## src/rtl/quant_router_if.sv

```systemverilog
// Handshake bundle for quant_router: upstream accumulator beats in,
// quantized beats out, plus the saturation counter.
interface quant_router_if #(
    parameter int ACCUMULATE = 32,
    parameter int OUT_WIDTH  = 8
) ();
    logic                             in_valid;
    logic                             in_ready;
    logic [3:0][ACCUMULATE-1:0]       in_data;
    logic [4:0]                       shift;
    logic [OUT_WIDTH-1:0]             zero_point;
    logic                             out_valid;
    logic                             out_ready;
    logic [3:0][OUT_WIDTH-1:0]        out_data;
    logic [15:0]                      sat_count;

    modport master (
        output in_valid, in_data, shift, zero_point, out_ready,
        input  in_ready, out_valid, out_data, sat_count
    );

    modport slave (
        input  in_valid, in_data, shift, zero_point, out_ready,
        output in_ready, out_valid, out_data, sat_count
    );
endinterface

```

## src/rtl/quant_router.sv

```systemverilog
// Four-lane requantizer: rounding right shift, zero-point add with
// saturation, then a small output FIFO with credit-style in_ready.
module quant_router #(
    parameter int ACCUMULATE = 32,
    parameter int OUT_WIDTH  = 8,
    parameter int DEPTH      = 4
) (
    input  logic           clk,
    input  logic           reset,
    quant_router_if.slave  bus
);
    localparam int AW = (DEPTH > 1) ? $clog2(DEPTH) : 1;
    localparam int CW = AW + 1;
    localparam int SW = ACCUMULATE + 1;
    localparam int ZW = ACCUMULATE + 2;
    localparam logic signed [ZW-1:0] MAXV =
        ZW'((64'sd1 <<< (OUT_WIDTH - 1)) - 64'sd1);
    localparam logic signed [ZW-1:0] MINV = ~MAXV;

    typedef logic [3:0][OUT_WIDTH-1:0] beat_t;

    logic                  w_in_fire;
    logic                  w_pop;
    logic                  w_wr;
    logic                  w_out_valid;
    logic signed [SW-1:0]  w_bias;
    logic signed [SW-1:0]  w_ext [4];
    logic signed [SW-1:0]  w_sum [4];
    logic signed [SW-1:0]  w_shr [4];
    logic signed [ZW-1:0]  w_zp;
    logic signed [ZW-1:0]  w_zsum [4];
    beat_t                 w_q;
    logic [3:0]            w_sat;
    logic [2:0]            w_nsat;
    logic [CW-1:0]         w_cnt_nxt;
    logic [CW:0]           w_tot_nxt;
    logic [16:0]           w_sat_acc;

    logic                  r_in_ready;
    logic                  r_s1_valid;
    logic                  r_s2_valid;
    logic [3:0][SW-1:0]    r_s1_data;
    logic [OUT_WIDTH-1:0]  r_s1_zp;
    beat_t                 r_s2_data;
    logic [2:0]            r_s2_nsat;
    beat_t                 r_mem [DEPTH];
    logic [AW-1:0]         r_wptr;
    logic [AW-1:0]         r_rptr;
    logic [CW-1:0]         r_count;
    logic [15:0]           r_sat_cnt;

    assign w_in_fire   = bus.in_valid & r_in_ready;
    assign w_out_valid = (r_count != '0);
    assign w_pop       = w_out_valid & bus.out_ready;
    assign w_wr        = r_s2_valid;

    // Round-half-up bias; ACCUMULATE+1 bits keeps acc + bias from overflowing.
    assign w_bias = (bus.shift == 5'd0) ? '0
                  : (SW'(1) << (bus.shift - 5'd1));
    assign w_zp   = {{(ZW-OUT_WIDTH){r_s1_zp[OUT_WIDTH-1]}}, r_s1_zp};

    always_comb begin
        w_nsat = '0;
        for (int i = 0; i < 4; i++) begin
            w_ext[i]  = {bus.in_data[i][ACCUMULATE-1], bus.in_data[i]};
            w_sum[i]  = w_ext[i] + w_bias;
            w_shr[i]  = w_sum[i] >>> bus.shift;
            w_zsum[i] = {r_s1_data[i][SW-1], r_s1_data[i]} + w_zp;
            w_sat[i]  = 1'b0;
            if (w_zsum[i] > MAXV) begin
                w_q[i]   = MAXV[OUT_WIDTH-1:0];
                w_sat[i] = 1'b1;
            end else if (w_zsum[i] < MINV) begin
                w_q[i]   = MINV[OUT_WIDTH-1:0];
                w_sat[i] = 1'b1;
            end else begin
                w_q[i]   = w_zsum[i][OUT_WIDTH-1:0];
            end
            w_nsat = w_nsat + 3'(w_sat[i]);
        end
    end

    // Credits cover FIFO entries plus both pipeline stages, so nothing drops.
    assign w_cnt_nxt = r_count + CW'(w_wr) - CW'(w_pop);
    assign w_tot_nxt = {1'b0, w_cnt_nxt}
                     + (CW+1)'(r_s1_valid)
                     + (CW+1)'(w_in_fire);
    assign w_sat_acc = {1'b0, r_sat_cnt} + 17'(r_s2_nsat);

    always_ff @(posedge clk) begin
        if (!reset) begin
            r_in_ready <= 1'b0;
            r_s1_valid <= 1'b0;
            r_s2_valid <= 1'b0;
            r_wptr     <= '0;
            r_rptr     <= '0;
            r_count    <= '0;
            r_sat_cnt  <= '0;
        end else begin
            r_in_ready <= (w_tot_nxt < (CW+1)'(DEPTH));
            r_s1_valid <= w_in_fire;
            r_s2_valid <= r_s1_valid;
            r_count    <= w_cnt_nxt;
            if (w_wr) begin
                r_wptr    <= r_wptr + AW'(1);
                r_sat_cnt <= w_sat_acc[16] ? 16'hFFFF : w_sat_acc[15:0];
            end
            if (w_pop) begin
                r_rptr <= r_rptr + AW'(1);
            end
        end
    end

    always_ff @(posedge clk) begin
        if (w_in_fire) begin
            for (int i = 0; i < 4; i++) begin
                r_s1_data[i] <= w_shr[i];
            end
            r_s1_zp <= bus.zero_point;
        end
        if (r_s1_valid) begin
            r_s2_data <= w_q;
            r_s2_nsat <= w_nsat;
        end
        if (w_wr) begin
            r_mem[r_wptr] <= r_s2_data;
        end
    end

    assign bus.in_ready  = r_in_ready;
    assign bus.out_valid = w_out_valid;
    assign bus.out_data  = w_out_valid ? r_mem[r_rptr] : '0;
    assign bus.sat_count = r_sat_cnt;
endmodule

```

## src/flat_wrapper.sv

```systemverilog
// flat-port wrapper written by rule: the top's interface ports become plain ports
module quant_router_flat 
#(
    parameter int ACCUMULATE = 32,
    parameter int OUT_WIDTH  = 8,
    parameter int DEPTH      = 4
)
  (clk, reset, bus_in_valid, bus_in_data, bus_shift, bus_zero_point, bus_out_ready, bus_in_ready, bus_out_valid, bus_out_data, bus_sat_count);
  quant_router_if #(.ACCUMULATE(ACCUMULATE), .OUT_WIDTH(OUT_WIDTH)) bus_i ();
  input  logic clk;
  input  logic reset;
  input wire logic [$bits(bus_i.in_valid)-1:0] bus_in_valid;
  input wire logic [$bits(bus_i.in_data)-1:0] bus_in_data;
  input wire logic [$bits(bus_i.shift)-1:0] bus_shift;
  input wire logic [$bits(bus_i.zero_point)-1:0] bus_zero_point;
  input wire logic [$bits(bus_i.out_ready)-1:0] bus_out_ready;
  output wire logic [$bits(bus_i.in_ready)-1:0] bus_in_ready;
  output wire logic [$bits(bus_i.out_valid)-1:0] bus_out_valid;
  output wire logic [$bits(bus_i.out_data)-1:0] bus_out_data;
  output wire logic [$bits(bus_i.sat_count)-1:0] bus_sat_count;
  assign bus_i.in_valid = bus_in_valid;
  assign bus_i.in_data = bus_in_data;
  assign bus_i.shift = bus_shift;
  assign bus_i.zero_point = bus_zero_point;
  assign bus_i.out_ready = bus_out_ready;
  assign bus_in_ready = bus_i.in_ready;
  assign bus_out_valid = bus_i.out_valid;
  assign bus_out_data = bus_i.out_data;
  assign bus_sat_count = bus_i.sat_count;
  quant_router #(.ACCUMULATE(ACCUMULATE), .OUT_WIDTH(OUT_WIDTH), .DEPTH(DEPTH)) u_core (.clk(clk), .reset(reset), .bus(bus_i));
endmodule
```

## config.mk

```make
export PLATFORM = sky130hd
export DESIGN_NAME = quant_router_flat
export DESIGN_NICKNAME = d
export VERILOG_FILES = /design/src/rtl/quant_router_if.sv /design/src/rtl/quant_router.sv /design/src/flat_wrapper.sv
export SDC_FILE = /design/constraint.sdc
export NUM_CORES = 1
export LEC_CHECK = 0
export CORE_ASPECT_RATIO = 0.9
export CORE_UTILIZATION = 35
export CTS_CLUSTER_SIZE = 30
export DETAILED_ROUTE_END_ITERATION = 10
export SLEW_MARGIN = 20
export SYNTH_ARGS = -nofsm -noshare
export SYNTH_HDL_FRONTEND = slang
export SYNTH_SLANG_ARGS = --single-unit
```

## constraint.sdc

```tcl
create_clock -name clk -period 7.71 [get_ports clk]
set_input_delay 1.1565 -clock clk [delete_from_list [all_inputs] [get_ports clk]]
set_output_delay 1.1565 -clock clk [all_outputs]
set_load 0.05 [all_outputs]
```

Word-level counts from Yosys, hierarchy flattened. Memory sizes are Yosys's and may differ from the RTL's. A register that Yosys moved wholly into a read port is not among the register bits. Cells that the tools add are included.

Memories kept: 1. Logic and storage cells: 74. RAM bits: 128. Flip-flop bits (word level): 201.

$lt $le $gt $ge: 9. Shift operators: 5. Bitwise operators: 2. Add/sub/neg operators: 19. Muxes and demuxes: 19. Reduce and logical (&&, ||, !) cells: 2.

Memories: u_core.r_mem (words 4, bits a word 32, read ports 1, clocked after Yosys merged registers in 1, wr ports 1, RTL line quant_router.sv:46) `beat_t r_mem [DEPTH];`.

Operators by type and width (count): $add 33x8->34 (4); $gt 34x8->1 const B (4); $lt 34x8->1 const B (4); $add 32x33->33 (4); $sshr 33x5->33 (4); $mux 33 (1); $shl 1x5->33 const A (1); $mux 32 (1); $mux 8 (4); $add 16x3->17 (1); $mux 16 (1); $mux 1 (10); $add 3x1->3 (3); $logic_not 5->1 (1); $sub 5x1->5 const B (1); $add 2x1->2 const B (2); $add 3x1->4 (1); $add 4x1->4 (1); $lt 4x3->1 const B (1); $mux 2 (2); $reduce_bool 3->1 (1); $sub 3x1->3 (1); $add 1x1->2 (1); $and 1x1->1 (2).

Depth between registers and ports, before layout. Gate-level depths: netlist of the first run.

Word-level depth: 7. Gate-level depth with buffers: 24. Mapped depth without buffers: 20.

Worst setup path before layout of the first run. Ideal clock, no wire load.

Kind: register to register. Start: register u_core.r_s1_zp[7]. End: register u_core.r_s2_nsat[1], data pin. Slack: 1.218 ns. Clock period less this slack: 6.492 ns. Path buffers: 2. Required time: 7.449 ns. Stages on the path, launching flop included: 17. Arrival time: 6.231 ns. Path through: edfxtp_1 ha_1 clkbuf_1 and4_1 o2111ai_1 o21ba_2 o31ai_1 o21ai_1 mux2_2 a2111oi_1 o2111ai_1 nor4bb_1 buf_2 mux2i_1 ha_1 fa_1 ha_1.

Longest elaborated chain between the ends: 7. Elaborated cells between the ends (all ways): 23.

Ends and longest elaborated chain: start, declared (RTL line quant_router.sv:43) `logic [OUT_WIDTH-1:0] r_s1_zp;`; start signal, assigned (RTL line quant_router.sv:119) `r_s1_zp <= bus.zero_point;`; $add 33x8->34 (RTL line quant_router.sv:68) `w_zsum[i] = {r_s1_data[i][SW-1], r_s1_data[i]} + w_zp;`; $lt 34x8->1 (RTL line quant_router.sv:73) `end else if (w_zsum[i] < MINV) begin`; $mux 1 (RTL line quant_router.sv:73); $mux 1 (RTL line quant_router.sv:70) `if (w_zsum[i] > MAXV) begin`; $add 1x1->2 (RTL line quant_router.sv:79) `w_nsat = w_nsat + 3'(w_sat[i]);`; $add 3x1->3 (RTL line quant_router.sv:79); $add 3x1->3 * (RTL line quant_router.sv:79); via u_core.w_nsat[1] (RTL line quant_router.sv:34) `logic [2:0] w_nsat;`; end signal, assigned (RTL line quant_router.sv:123) `r_s2_nsat <= w_nsat;`; end, declared (RTL line quant_router.sv:45) `logic [2:0] r_s2_nsat;`.

Mark *: on every way through the listed nets, which the timed path passes. The rest lies on a longest branch. A chain may end at the register's enable or synchronous reset.

==> results of run 1 <==
==> metal layers <==
layer | up-vias | routed length (um) | GRT usage
met3 | 243 | 9529 | 0.02940
met1 | 17430 | 64050 | 0.3589
met4 | 0 | 5654 | 0.09292
li1 | 17300 | - | -
met2 | 1603 | 57970 | 0.3646
met5 | - | 0 | 0
==> cell type report <==
class	instances	area, um2
clock buffer	39	933.4
tap	1380	1727
fill	10650	63700
clock inverter	22	145.1
inverter	119	450.4
sequential	331	9661
timing repair buffer	306	2808
multi-input combinational	3700	26480
==> cells in the mapped netlist, types with 14 or more instances <==
library cell and instances:
nand2_1 391, a21oi_1 390, nor2_1 363, edfxtp_1 303
ha_1 274, o21ai_0 249, clkbuf_1 194, nor3_1 129
a211oi_1 124, xnor2_1 120, a21o_1 113, inv_1 113
mux2i_1 105, nand3_1 99, and2_1 95, xor2_1 85
mux4_2 78, o211ai_1 69, a31oi_1 62, nand4_1 62
o21a_1 56, and3_1 49, mux2_2 47, or3_1 44
o221ai_1 40, o21bai_1 35, a221oi_1 33, nor4_1 33
o31ai_1 33, buf_1 32, a211o_1 30, dfxtp_1 28
nand2b_1 28, and4_1 23, nor2b_1 23, o22ai_1 20
or2_2 20, a21boi_0 18, o21ai_1 18, a2111oi_0 17
a31o_2 17, o31a_1 14
==> power by group <==
group	total, W	leakage (nW)	internal (W)	switching (W)
Sequential	0.00231	2.99	0.00219	0.000118
Clock	0.00161	0.516	0.000907	0.000701
Combinational	0.00443	12.5	0.00166	0.00277
==> layout by cell type, fill, tap and decap left out, types with 28 or more instances in the layout <==
master | Yosys | final
a211o_1 | 30 | 30
a211oi_1 | 124 | 124
a21o_1 | 113 | 113
a21oi_1 | 390 | 390
a221oi_1 | 33 | 33
a31oi_1 | 62 | 62
and2_1 | 95 | 94
and3_1 | 49 | 49
buf_4 | 0 | 114
clkbuf_16 | 0 | 37
clkdlybuf4s50_1 | 0 | 189
edfxtp_1 | 303 | 303
ha_1 | 274 | 274
inv_1 | 113 | 110
mux2_2 | 47 | 47
mux2i_1 | 105 | 105
mux4_2 | 78 | 78
nand2_1 | 391 | 391
nand2b_1 | 28 | 28
nand3_1 | 99 | 99
nand4_1 | 62 | 62
nor2_1 | 363 | 360
nor3_1 | 129 | 128
nor4_1 | 33 | 33
o211ai_1 | 69 | 69
o21a_1 | 56 | 56
o21ai_0 | 249 | 249
o21bai_1 | 35 | 35
o221ai_1 | 40 | 40
o31ai_1 | 33 | 33
or3_1 | 44 | 44
xnor2_1 | 120 | 120
xor2_1 | 85 | 85
==> kinds of logic after synthesis <==
family / after synthesis / share of synthesized area
adder cells (fa/ha/maj): 285 / 0.09730
AO/OA/AOI/OAI: 1562 / 0.2870
buffers and inverters: 360 / 0.03670
XOR/XNOR: 205 / 0.04788
multiplexers: 230 / 0.08899
AND/OR/NAND/NOR: 1418 / 0.1845
flip-flops: 331 / 0.2576
==> worst register-to-register path: stages, from the launching register on <==
cell and delay, ps:
edfxtp_1 970, buf_4 390, ha_1 350, a21oi_1 400, nand3_1 160, o21ai_1 430
a21boi_0 190, or3_1 340, a2111oi_0 510, nand4_1 300, nor4_4 550, mux2i_1 340
ha_1 390, fa_1 400, ha_1 270
==> sequential cells by signal, summed over array words and instances (netlist names), named ones only <==
register,flops
u_core.r_wptr,2
u_core.r_s1_data,132
u_core.r_s1_zp,8
u_core.r_mem,128
u_core.r_s2_nsat,3
u_core.r_s2_data,32
u_core.r_count,3
u_core.bus.sat_count,16
u_core.r_s1_valid,1
u_core.bus.in_ready,1
u_core.r_s2_valid,1
u_core.r_rptr,2
==> per-stage QoR <==
stage | power (W) | worst slack (ps) | hold WS [ps]
floorplan | 0.005457 | 1218 | 458.7
global placement | 0.006683 | 774.4 | 481.3
detailed placement | 0.006706 | 718.6 | 486.7
CTS | 0.008348 | 1268 | 498.2
global route | 0.008854 | 731.1 | 517.8
finish | 0.008346 | 1063 | 492.2
==> worst max-delay path by stage <==
stage	from	to	slack, ps	cells past startpoint
floorplan	u_core.r_s1_zp[7]$_DFFE_PP_	u_core.r_s2_nsat[1]$_DFFE_PP_	1220	16
global placement	bus_shift[1]	u_core.r_s1_data[103]$_DFFE_PP_	770	20
detailed placement	bus_shift[1]	u_core.r_s1_data[3]$_DFFE_PP_	720	20
CTS	bus_shift[1]	u_core.r_s1_data[103]$_DFFE_PP_	1270	20
global route	bus_shift[1]	u_core.r_s1_data[110]$_DFFE_PP_	730	21
finish	bus_shift[1]	u_core.r_s1_data[103]$_DFFE_PP_	1060	20
==> results.py, run 1 <==
metrics = {
    "layout": {
        "finalCoreUtilization": 0.3985,
        "drive_gt1_frac": 0.08966,
        "diodes": 0,
        "nNetsFinal": 4924,
        "design_area_um2": 42200,
        "stdcell_count": 5897,
        "syn_to_final_growth_pct": 12.54,
    },
    "worst_setup_path": {
        "r2r-start": "u_core.r_s1_zp[7]$_DFFE_PP_",
        "start_kind": "primary input",
        "cp-end-kind": "flip-flop",
        "crit_required_ps": 7990,
        "cp_data_arrival_time_ps": 6930,
        "worstSetupPathType": "in -> reg",
        "cpPeakStageDelay_ps": 750,
        "r2r_end": "u_core.r_s2_nsat[1]$_DFFE_PP_",
        "rrSetupSlack_ps": 1470,
        "worst_r2r_path_depth": 14,
        "path_cells": "buf_4 -> clkinv_2 -> nand2_1 -> clkinv_1 -> buf_4 -> nand2_1 -> xnor2_1 -> nand2_1 -> nor2_1 -> ha_1 -> a211oi_1 -> o21ai_1 -> nand4b_1 -> a31oi_1 -> a21oi_1 -> xor2_1 -> mux4_2 -> o21ai_0 -> o22ai_1 -> a211oi_1",
        "cpMaxStageDelayCell": "nor2_1",
        "cp_common_cell": "nand2_1",
        "critPathTopFamily": "compound AO/OA/AOI/OAI gates",
        "worst-path-buf-inv": 4,
        "critPathMaxFanout": 11,
    },
    "place": {
        "dpl-instance-area_um2": 41120,
        "port_buffers": 194,
        "routabilityCongestion": 1.009,
        "dp_cells": 5836,
        "post-dp-hpwl_mm": 108.2,
    },
    "logic_synthesis": {
        "synth_warnings": 0,
        "ys_seq_area_frac": 0.2576,
        "synth_top_area_frac": 0.2427,
        "syn_inst": 4391,
        "synth_seq_cells": 331,
        "ys.flop_type": "edfxtp_1",
        "synthDistinctLibCells": 114,
        "syn-cell-area_um2": 37500,
        "synth_edf_count": 303,
        "avgSynthCellArea_um2": 8.540,
        "synthesis.nets": 4821,
        "ys_top_cells_by_area": "edfxtp_1 (24%), ha_1 (9.1%), a21oi_1 (5.2%)",
        "async_reset_ff_frac": 0,
        "yosysTopAreaCell": "edfxtp_1",
    },
    "power": {
        "ir_drop_mv": 0.1375,
        "total_leakage_power_nw": 15.97,
        "pwr_density_cell_nw_per_um2": 197.8,
    },
    "die": {
        "chipHeight_um": 312.5,
        "coreArea_um2": 105900,
        "io-pin-count": 195,
        "dieArea_um2": 108400,
        "fp.dieW_um": 347.0,
        "rows": 113,
        "initial_core_util": 0.3541,
    },
    "grt": {
        "grt_max_degree": 130,
        "grt_pass1_wl_mm": 209.4,
        "grt_pass1_vias": 33930,
        "antenna_found_initial": 0,
        "grt_overflow": 0,
        "grt.total_usage": 0.2447,
    },
    "clocking": {
        "htree_levels": 2,
        "hold_buffers": 0,
        "tritoncts": "done",
        "ctsResizeCount": 0,
        "cts.sinks": 331,
        "post_cts_buffers": 0,
        "numCtsBuffers": 36,
        "cts_root_buf": "clkbuf_16",
        "cts_buffer_depth": 3,
        "clk_latency_ps": 560,
        "path_clk_slew_ps": 70,
    },
    "run_status": {
        "status": "complete, no violations",
    },
    "hold_path": {
        "hold_end": "u_core.r_mem[1][0]$_DFFE_PP_",
        "holdCritStartpoint": "u_core.r_s2_data[0]$_SDFFCE_PN1P_",
        "hold_path_depth": 0,
        "hp-class": "reg -> reg",
    },
    "timing": {
        "rsz0062_at_grt": "no",
        "fin_tns_setup_ps": 0,
        "period_share": 0.8622,
        "slew_violations": 0,
        "relSlewSlack": 0.2242,
        "finalClockSkew_ps": 23.52,
        "setup_viol": 0,
        "fmax_mhz": 150.4,
        "hold_viol": 0,
        "fin_crit_ps": 6647,
        "worst_pin_slew_ps": 1160,
    },
    "routing": {
        "ant_nets": 0,
        "firstDrtPassIters": 8,
        "finalWirelength_mm": 137.2,
        "dr_total_vias": 36570,
        "first_iter_violations": 3827,
        "avgViaCountPerCell": 6.201,
        "drc": 0,
        "routedWlPerCell_um": 23.27,
    },
    "run": {
        "maxCapViolations": 0,
    },
}
Note: power is estimated with default switching activity, not from simulation.
==> run 2: changes to the inputs <==
--- a/config.mk
+++ b/config.mk
@@ -5,10 +5,13 @@
 export SDC_FILE = /design/constraint.sdc
 export NUM_CORES = 1
 export LEC_CHECK = 0
+export ABC_CLOCK_PERIOD_IN_PS = 7710
 export CORE_ASPECT_RATIO = 0.9
 export CORE_UTILIZATION = 35
 export CTS_CLUSTER_SIZE = 30
 export DETAILED_ROUTE_END_ITERATION = 10
+export GPL_TIMING_DRIVEN = 1
+export REMOVE_ABC_BUFFERS = 1
 export SLEW_MARGIN = 20
 export SYNTH_ARGS = -nofsm -noshare
 export SYNTH_HDL_FRONTEND = slang
==> run 2 against run 1 <==
Net effect:
- hold slack better by 7.5 ps
- first-iteration DRC count is 4.1% higher
- clock power increased by 11%
- cell area about the same
- worst setup slack gained 120 ps
- global-route usage decreased by 0.10 points
- cell count decreased by 0.19%
- largest power group unchanged
==> results.py, run 2 (synthesis results as in run 1) <==
metrics = {
    "worst_setup_path": {
        "cp-startpoint": "bus_shift[1]",
        "rrSetupSlack_ps": 1810,
        "cp_data_arrival_time_ps": 6760,
        "start_kind": "primary input",
        "worst_r2r_path_depth": 15,
        "crit_required_ps": 7950,
        "r2r_end": "u_core.r_s2_nsat[1]$_DFFE_PP_",
        "cp-end-kind": "flip-flop",
        "critPathMaxFanout": 10,
        "worstSetupPathType": "in -> reg",
        "r2r-start": "u_core.r_s1_zp[0]$_DFFE_PP_",
    },
    "layout": {
        "final_common_cell": "nand2_1",
        "drive_gt1_frac": 0.08768,
        "top_register": "u_core.r_s1_data",
        "final_cell_mix": "nand2_1 (391), a21oi_1 (390), nor2_1 (361)",
        "fillers": 10580,
        "multi_input_area_um2": 26470,
        "finalCoreUtilization": 0.3987,
        "reg_top3": "u_core.r_s1_data (132), u_core.r_mem (128), u_core.r_s2_data (32)",
        "largest_register_ffs": 132,
        "nNetsFinal": 4908,
        "design_area_um2": 42220,
        "syn_to_final_growth_pct": 12.59,
        "ff_latch_area_um2": 9662,
    },
    "hold_path": {
        "hold_end": "u_core.r_mem[1][28]$_DFFE_PP_",
        "hp-class": "reg -> reg",
        "holdCritStartpoint": "u_core.r_s2_data[28]$_SDFFCE_PN1P_",
        "hold_path_depth": 0,
    },
    "power": {
        "total_leakage_power_nw": 15.98,
        "power.total_w": 0.008523,
        "ir_drop_mv": 0.1302,
        "pwr_density_cell_nw_per_um2": 201.9,
    },
    "die": {
        "chipHeight_um": 312.5,
        "io-pin-count": 195,
        "coreArea_um2": 105900,
        "rows": 113,
        "dieArea_um2": 108400,
        "initial_core_util": 0.3541,
        "fp.dieW_um": 347.0,
    },
    "clocking": {
        "cts.sinks": 331,
        "cts_root_buf": "clkbuf_16",
        "ctsResizeCount": 0,
        "path_clk_slew_ps": 60,
        "hold_buffers": 0,
        "tritoncts": "done",
        "clk_latency_ps": 530,
        "numCtsBuffers": 35,
        "htree_levels": 2,
        "post_cts_buffers": 0,
        "cts_buffer_depth": 3,
    },
    "grt": {
        "grt_pass1_wl_mm": 207.8,
        "grt.total_usage": 0.2436,
        "grt_max_degree": 122,
        "grt_pass1_vias": 33400,
        "antenna_found_initial": 1,
        "grt_overflow": 0,
    },
    "timing": {
        "slew_violations": 0,
        "setup_viol": 0,
        "fin_crit_ps": 6525,
        "relSlewSlack": 0.2468,
        "worst_slack_ps": 1185,
        "period_share": 0.8463,
        "worst_pin_slew_ps": 1126,
        "hold_viol": 0,
        "rsz0062_at_grt": "no",
        "fmax_mhz": 153.3,
        "finalClockSkew_ps": 12.56,
    },
    "place": {
        "dpl_worst_slack_ps": 891.8,
        "port_buffers": 194,
        "routabilityCongestion": 0.9917,
        "dpl-instance-area_um2": 40990,
        "post-dp-hpwl_mm": 108.2,
    },
    "routing": {
        "routedWlPerCell_um": 23.36,
        "finalWirelength_mm": 137.5,
        "avgViaCountPerCell": 6.221,
        "first_iter_violations": 3985,
        "dr_total_vias": 36620,
        "ant_nets": 0,
        "drc": 0,
        "firstDrtPassIters": 6,
    },
    "run": {
        "maxCapViolations": 0,
    },
    "run_status": {
        "status": "complete, no violations",
    },
}
-- run 2: changes by cell type in the layout (fill, tap and decap cells not counted), moves of 2 or more --
| cell | before | now |
|---|---|---|
| buf_4 | 114 | 100 |
| bufinv_16 | 1 | 4 |
| clkbuf_8 | 0 | 2 |
| clkinv_1 | 12 | 10 |
| clkinvlp_4 | 4 | 0 |
| inv_6 | 2 | 4 |
-- run 2: final cells by class --
class | instances | share of cell area
Clock inverter | 22 | 0.005602
Sequential cell | 331 | 0.2289
Clock buffer | 42 | 0.02335
Tap cell | 1380 | 0.04090
Timing Repair Buffer | 291 | 0.06354
Inverter | 119 | 0.01067
Multi-Input combinational cell | 3700 | 0.6270
Antenna cell | 1 | 0.00005928
-- run 2: critical path, stage by stage --
cell      delay, ps
buf_4           190
clkinv_2        190
nand2_1         130
clkinv_1        140
ha_1            470
buf_4           210
nand2_1         120
nor2_1          490
ha_1            400
a211oi_1        380
nor4b_2         170
o211ai_1        230
nand2_1         180
o311ai_0        570
o311ai_1        400
mux4_2          620
and2_1          190
a211oi_1        320
o32ai_1         180
-- run 2: through the flow --
step           setup TNS, ps  instances  hold slack [ps]
6_report                   0       5886            499.8
5_1_grt                    0       5886            510.7
4_1_cts                    0       5885            496.1
3_5_place_dp               0       5821            483.5
3_3_place_gp               0       5821            477.2
2_1_floorplan        -145030       4150            458.7
-- run 2: worst max path at each step --
stage                                                 end  slack (ps)
after floorplan            u_core.r_s1_data[51]$_DFFE_PP_       -1570
after global placement    u_core.r_s1_data[106]$_DFFE_PP_        1000
after detailed placement  u_core.r_s1_data[106]$_DFFE_PP_         890
after CTS                 u_core.r_s1_data[106]$_DFFE_PP_        1430
after global routing      u_core.r_s1_data[110]$_DFFE_PP_         840
final                     u_core.r_s1_data[106]$_DFFE_PP_        1190
-- run 2: per-layer routing --
layer | part of all wire | global-route usage | vias up
li1 | - | - | 17300
met4 | 0.046 | 0.1017 | 0
met5 | 0 | 0 | -
met3 | 0.075 | 0.02720 | 274
met1 | 0.47 | 0.3620 | 17350
met2 | 0.41 | 0.3548 | 1695
-- run 2: report_power, final --
| part | internal [W] | switching, W |
|---|---|---|
| Combinational | 0.00165 | 0.00277 |
| Sequential | 0.00219 | 0.000123 |
| Clock | 0.00106 | 0.000729 |
